--- src/rtl/rf_wb_arbiter.sv ---
// Purpose: round-robin arbiter sharing the RF write port between ALU and MEM writeback; optional post-reset zero-fill scrub (RF_WB_SCRUB_EN).
// Latency: one cycle from handshake to registered RF write; scrub takes NREGS edges after reset release.
// Backpressure: at most one ready per cycle, loser is granted next cycle; both readies held low during scrub and reset.
module rf_wb_arbiter #(
    parameter int XLEN  = 32,
    parameter int NREGS = 32,
    parameter int AW    = 5
) (
    input  logic            clk_i,
    input  logic            reset_i,
    input  logic            alu_valid_i,
    input  logic [AW-1:0]   alu_rd_i,
    input  logic [XLEN-1:0] alu_wd_i,
    output logic            alu_ready_o,
    input  logic            mem_valid_i,
    input  logic [AW-1:0]   mem_rd_i,
    input  logic [XLEN-1:0] mem_wd_i,
    output logic            mem_ready_o,
    output logic            rf_regwrite_o,
    output logic [AW-1:0]   rf_rd_o,
    output logic [XLEN-1:0] rf_wd_o,
    output logic            init_done_o
);

    // Register index must be able to address every architectural register.
    if (NREGS > (1 << AW)) begin : g_bad_aw
        $error("rf_wb_arbiter: AW too small for NREGS");
    end

    localparam logic PRIO_ALU = 1'b0;
    localparam logic PRIO_MEM = 1'b1;

    logic prio_q;
    logic arb_active;
    logic alu_xfer;
    logic mem_xfer;

`ifdef RF_WB_SCRUB_EN
    typedef enum logic {ST_INIT, ST_ARB} state_t;

    state_t        state_q;
    state_t        state_d;
    logic [AW-1:0] cnt_q;
    logic          scrub_wr;

    // State register: INIT after reset, ARB once the scrub is finished.
    always_ff @(posedge clk_i or posedge reset_i) begin
        if (reset_i) state_q <= ST_INIT;
        else         state_q <= state_d;
    end

    // Next state: leave INIT on the edge that writes the last register.
    always_comb begin
        state_d = state_q;
        if (state_q == ST_INIT && cnt_q == AW'(NREGS - 1)) state_d = ST_ARB;
    end

    // Scrub index counts only while scrubbing.
    always_ff @(posedge clk_i or posedge reset_i) begin
        if (reset_i)                cnt_q <= '0;
        else if (state_q == ST_INIT) cnt_q <= cnt_q + 1'b1;
    end

    // State-derived outputs; init_done is the ARB state itself, so it rises on edge NREGS.
    always_comb begin
        scrub_wr    = (state_q == ST_INIT);
        arb_active  = (state_q == ST_ARB);
        init_done_o = (state_q == ST_ARB);
    end
`else
    // Without scrub the block arbitrates whenever reset is not held.
    always_comb begin
        arb_active  = ~reset_i;
        init_done_o = ~reset_i;
    end
`endif

    // Readies and transfers: the contended requester named by prio wins.
    always_comb begin
        alu_ready_o = arb_active & alu_valid_i & (~mem_valid_i | (prio_q == PRIO_ALU));
        mem_ready_o = arb_active & mem_valid_i & (~alu_valid_i | (prio_q == PRIO_MEM));
        alu_xfer    = alu_valid_i & alu_ready_o;
        mem_xfer    = mem_valid_i & mem_ready_o;
    end

    // Priority moves to whichever requester was not granted; holds when idle.
    always_ff @(posedge clk_i or posedge reset_i) begin
        if (reset_i)       prio_q <= PRIO_ALU;
        else if (alu_xfer) prio_q <= PRIO_MEM;
        else if (mem_xfer) prio_q <= PRIO_ALU;
    end

    // Registered write port: scrub zero-fill, else granted write; x0 writes are dropped at the enable.
    always_ff @(posedge clk_i or posedge reset_i) begin
        if (reset_i) begin
            rf_regwrite_o <= 1'b0;
            rf_rd_o       <= '0;
            rf_wd_o       <= '0;
        end
`ifdef RF_WB_SCRUB_EN
        else if (scrub_wr) begin
            rf_regwrite_o <= 1'b1;
            rf_rd_o       <= cnt_q;
            rf_wd_o       <= '0;
        end
`endif
        else if (alu_xfer) begin
            rf_regwrite_o <= |alu_rd_i;
            rf_rd_o       <= alu_rd_i;
            rf_wd_o       <= alu_wd_i;
        end else if (mem_xfer) begin
            rf_regwrite_o <= |mem_rd_i;
            rf_rd_o       <= mem_rd_i;
            rf_wd_o       <= mem_wd_i;
        end else begin
            rf_regwrite_o <= 1'b0;
        end
    end

endmodule

--- config.mk ---
export PLATFORM = sky130hd
export DESIGN_NAME = rf_wb_arbiter
export DESIGN_NICKNAME = d
export VERILOG_FILES = /design/src/rtl/rf_wb_arbiter.sv
export SDC_FILE = /design/constraint.sdc
export NUM_CORES = 1
export LEC_CHECK = 0
export ABC_AREA = 1
export BUFFER_PORTS_ARGS = -buffer_cell sky130_fd_sc_hd__buf_2
export CAP_MARGIN = 20
export CORE_ASPECT_RATIO = 1.2
export CORE_MARGIN = 4
export CORE_UTILIZATION = 40
export CTS_CLUSTER_DIAMETER = 100
export DETAILED_ROUTE_END_ITERATION = 8
export HOLD_SLACK_MARGIN = 0.12
export PLACE_DENSITY = 0.76
export SETUP_SLACK_MARGIN = 0.02
export SLEW_MARGIN = 20
export SYNTH_ARGS = -nofsm -noshare
export SYNTH_HDL_FRONTEND = slang
export SYNTH_SLANG_ARGS = --single-unit
--- constraint.sdc ---
create_clock -name clk_i -period 1.1 [get_ports clk_i]
set_input_delay 0.11 -clock clk_i [delete_from_list [all_inputs] [get_ports clk_i]]
set_output_delay 0.11 -clock clk_i [all_outputs]
set_load 0.02 [all_outputs]
# Yosys cells after proc, flatten, opt, wreduce, memory -nomap -nowiden
# Cells that the tools add are included.
word_totals:
  regBits: 39
  inputBits: 78
  output_inout_bits: 41
classes:
  reduce_logical: 3
  bitwise: 12
  muxes: 8
ops:
  columns: ["op", "count"]
  rows:
  - ["32-bit two-way mux", 2]
  - ["5-bit two-way mux", 2]
  - ["5-bit OR reduction", 2]
  - ["1-bit AND", 6]
  - ["1-bit two-way mux", 4]
  - ["1-bit inverter", 4]
  - ["1-bit OR", 2]
  - ["2-bit nonzero test", 1]

# Depth between registers and ports, before layout
logic_depth:
  ltp_word: 6
  depth_mapped: 8

# Worst setup path after synthesis
# Ideal clock, no wire load.
synth_path:
  kind: "in2reg"
  from: "input reset_i"
  to: "register rf_rd_o[1]"
  arrival_ns: 1.218
  path_slack_ns: -0.183
  path_buffers: 1
  stages: 6
  t_required_ns: 1.035
  cell_sequence: "inv_2 buf_2 nand4_1 nand2_1 nand2_1 nand2_1"
synth_between:
  elab_chain_cells: 5
  word_cells_on_any_way: 9
  classes_between: "mux (1); bitwise (7); reduce/logical (1)"
synth_rtl:
  columns: ["element", "line", "rtl"]
  rows:
  - ["start: declaration", "10", "input logic reset_i,"]
  - ["1-bit inverter *", null, null]
  - ["via init_done_o", "22", "output logic init_done_o"]
  - ["1-bit AND, on equally long branches (2 in a row)", "80, 81", null]
  - ["1-bit AND, on equally long branches", "82, 83", null]
  - ["5-bit two-way mux / 2-bit nonzero test (equally long branches)", null, null]
  - ["end signal: assignment", "109", "rf_rd_o <= alu_rd_i;"]
  - ["end signal: assignment", "113", "rf_rd_o <= mem_rd_i;"]
  - ["end: declaration", "20", "output logic [AW-1:0] rf_rd_o,"]
# Mark *: on every way through the listed nets, which the timed path passes. The rest lies on a longest branch.
# A chain may end at the register's enable or synchronous reset.

# Worst setup path after layout
layout_path:
  from: "register prio_q"
  to: "output alu_ready_o"
layout_between:
  elab_chain_cells: 3
layout_rtl:
  columns: ["element", "line", "rtl"]
  rows:
  - ["start: declaration", "33", "logic prio_q;"]
  - ["start signal: assignment", "88", "if (reset_i) prio_q <= PRIO_ALU;"]
  - ["start signal: assignment", "89", "else if (alu_xfer) prio_q <= PRIO_MEM;"]
  - ["start signal: assignment", "90", "else if (mem_xfer) prio_q <= PRIO_ALU;"]
  - ["1-bit inverter", "80", "alu_ready_o = arb_active & alu_valid_i & (~mem_valid_i | (prio_q == PRIO_ALU));"]
  - ["1-bit OR", "80", null]
  - ["1-bit AND", "80", null]
  - ["end: declaration", "14", "output logic alu_ready_o,"]
# No other way between the ends.

==> impl_metrics.py <==
metrics = {
    "synth": {
        "ys_seq_area_share_pct": 45.5,
        "synthCells": 304,
        "yosys_warnings": 0,
        "syn-cell-area_um2": 2140,
        "ys_ff_latch": 39,
        "synth.distinct_cells": 15,
        "avgSynthCellArea_um2": 7.05,
        "synth_top_area_share_pct": 45.5,
        "yosys.area.top_type": "dfrtp_1",
        "synth_fp_nets": 382,
        "synth_area_leaders": "dfrtp_1, nand2_1, nand4_1",
    },
    "cts": {
        "cts_buffers": 5,
        "clock-sinks": 39,
        "clk_pin_slew_worst_paths_ps": 70,
        "cts_max_path_buffers": 2,
        "htree_levels": 2,
        "tritoncts": "yes",
        "cts_hold_repair.buffers": 31,
        "clockRootBuffer": "clkbuf_8",
        "clk_latency_ps": 280,
    },
    "sta": {
        "min_period_ps": 1250,
        "fmax_ghz": 0.799,
        "hold_viol": 17,
        "setup_viol": 40,
        "period_share_pct": 114,
        "skew_ps": 7.11,
        "tightest_slew_ps": 627,
        "grt_setup_unrepaired": "yes",
        "drv_slew": 0,
        "worst_slack_ps": -151,
        "holdWs_ps": -39.9,
        "relSlewSlack_pct": 58.2,
        "fin_setup_tns_ps": -2490,
    },
    "status": {
        "violations": "negative hold slack, negative setup slack",
        "outcome": "finished with violations",
    },
    "finish": {
        "nets": 540,
        "fin_cells": 523,
        "drive_above_1_share_pct": 40.2,
        "fillers": 425,
        "antennaDiodeCount": 0,
        "stdcell_area_um2": 3490,
        "area_growth_pct": 62.8,
    },
    "placement": {
        "gp_congestion": 0.788,
        "place_area_um2": 2840,
        "pre_cts_slack_ps": -71.9,
        "dpl.hpwl_mm": 4.72,
        "portBuffers": 118,
        "place_inst": 476,
    },
    "global_route": {
        "use_met1_pct": 25.8,
        "met3_usage_pct": 5.11,
        "grt_pass1_wl_mm": 11.1,
        "grt_pass1_vias": 2547,
        "gr-usage-all-layers_pct": 21.8,
        "met2_usage_pct": 36.8,
        "globalRoute.busiestLayer": "met2",
        "grt_remaining_overflow": 0,
        "grt_max_degree": 36,
        "antenna_found_initial": 0,
    },
    "setup_path": {
        "r2r_start": "prio_q",
        "endpoint_kind": "primary output",
        "crit-reg2reg-capture": "rf_wd_o[15]",
        "critical_path_buf_inv_count": 3,
        "cp_top_family": "flip-flops",
        "crit_end": "alu_ready_o",
        "worst-path-max-fanout": 2,
        "path_common_cell": "buf_6",
        "cp_num_cells": 5,
        "crit_type": "flop to primary output",
        "startpoint": "prio_q",
        "crit_path_cell_trace": "nand2_2 -> nand3_4 -> buf_6 -> inv_4 -> buf_6",
        "max_stage_delay_ps": 400,
        "worst-r2r-setup-slack_ps": -120,
        "worstRegToRegCells": 8,
        "required_ps": 990,
        "cp-start-kind": "flop",
        "critPathArrivalTime_ps": 1140,
        "critical-path-slowest-cell": "dfrtp_1",
    },
    "job": {
        "max_cap_violations": 0,
    },
    "detailed_routing": {
        "initialDrtViolationCount": 177,
        "wl_per_cell_um": 13.8,
        "finalWirelength_mm": 7.23,
        "antenna_left": 0,
        "drt_pass1_iterations": 4,
        "vias": 2623,
        "drc_errors": 0,
        "avgViaCountPerCell": 5.02,
    },
    "hold_path": {
        "hold_class": "input pin to asynchronous set/reset pin",
    },
    "floorplan": {
        "die_width_um": 74.8,
        "die-area_um2": 6600,
        "dieHeight_um": 88.2,
        "io_pins": 119,
        "core_area_um2": 5080,
        "initial_core_util_pct": 42.2,
        "rows": 28,
    },
    "power": {
        "peakVddDrop_uv": 610,
        "power.density_nw_per_um2": 1210,
        "leakage_uw": 0.00201,
        "total_power_uw": 4220,
    },
}
-- kinds of logic after synthesis --
family | after synthesis | synth area share, %
compound gates | 4 | 1.11
buf+inv | 28 | 7.93
flops | 39 | 45.5
simple gates | 233 | 45.4
-- report_power, final --
group	switching [uW]	leakage, uW	internal, uW
sequential	108	0.000483	1630
combinational	832	0.00148	615
clock	465	0.0000515	572
total	1400	0.00201	2820
-- cell usage in the layout (no fill, tap or decap), drive strengths merged --
cell type / synthesis / layout
dfrtp: 39 / 39
nor3: 1 / 1
nand3: 1 / 1
dlygate4sd3: 0 / 30
a21oi: 1 / 1
buf: 24 / 143
nand2: 191 / 191
o21ai: 3 / 3
dlymetal6s4s: 0 / 1
clkbuf: 0 / 9
inv: 4 / 4
nor2: 3 / 3
nand4: 37 / 37
-- per-stage QoR --
| stage | hold WS [ps] | util, % |
|---|---|---|
| floorplan | 187 | - |
| global placement | 236 | 55.9 |
| detailed placement | 234 | 55.9 |
| CTS | -44.8 | 65.4 |
| global route | -25.8 | 68.7 |
| finish | -39.9 | 68.7 |
-- area by class of cell --
cell class,count,area [um2],share of cell area (%)
Clock buffer,8,100,2.87
Timing Repair Buffer,175,1230,35.2
Inverter,4,17.5,0.502
Multi-Input combinational cell,237,1090,31.3
Sequential cell,39,976,28.0
Tap cell,60,75.1,2.15
-- synth_stat cells (all sizes together) --
master  number
nand2      191
dfrtp       39
nand4       37
buf         24
inv          4
nor2         3
o21ai        3
a21oi        1
nand3        1
nor3         1
-- state kept, by name, indices dropped and copies added (netlist names) --
name,cells
rf_wd_o,32
rf_rd_o,5
prio_q,1
rf_regwrite_o,1
-- routing by layer --
metal	vias to the layer above	routed length (um)
li1	1290	-
met1	1189	2750
met2	120	3630
met3	24	575
met4	0	280
met5	-	0
-- worst min-delay path, cell delays in order --
cell and delay (ps):
buf_2 100, inv_2 160, buf_12 220
-- worst min path at each step --
stage / slack, ps / to / startpoint / depth (start not counted)
2_1_floorplan: 190 / prio_q / reset_i / 2
3_3_place_gp: 240 / rf_wd_o[6] / reset_i / 3
3_5_place_dp: 230 / rf_rd_o[1] / reset_i / 3
4_1_cts: -40 / rf_wd_o[19] / reset_i / 3
5_1_grt: -30 / rf_wd_o[11] / reset_i / 3
6_report: -40 / rf_wd_o[11] / reset_i / 3
-- what timing repair did --
item                       4_1_cts  5_1_grt
setup endpoints to repair       40       53
cloned                           0        2
pin swaps                        1       10
resized for setup               11       42
setup buffers                    4        2
hold endpoints to repair        68       17
Power figures use the tool's default switching activity.
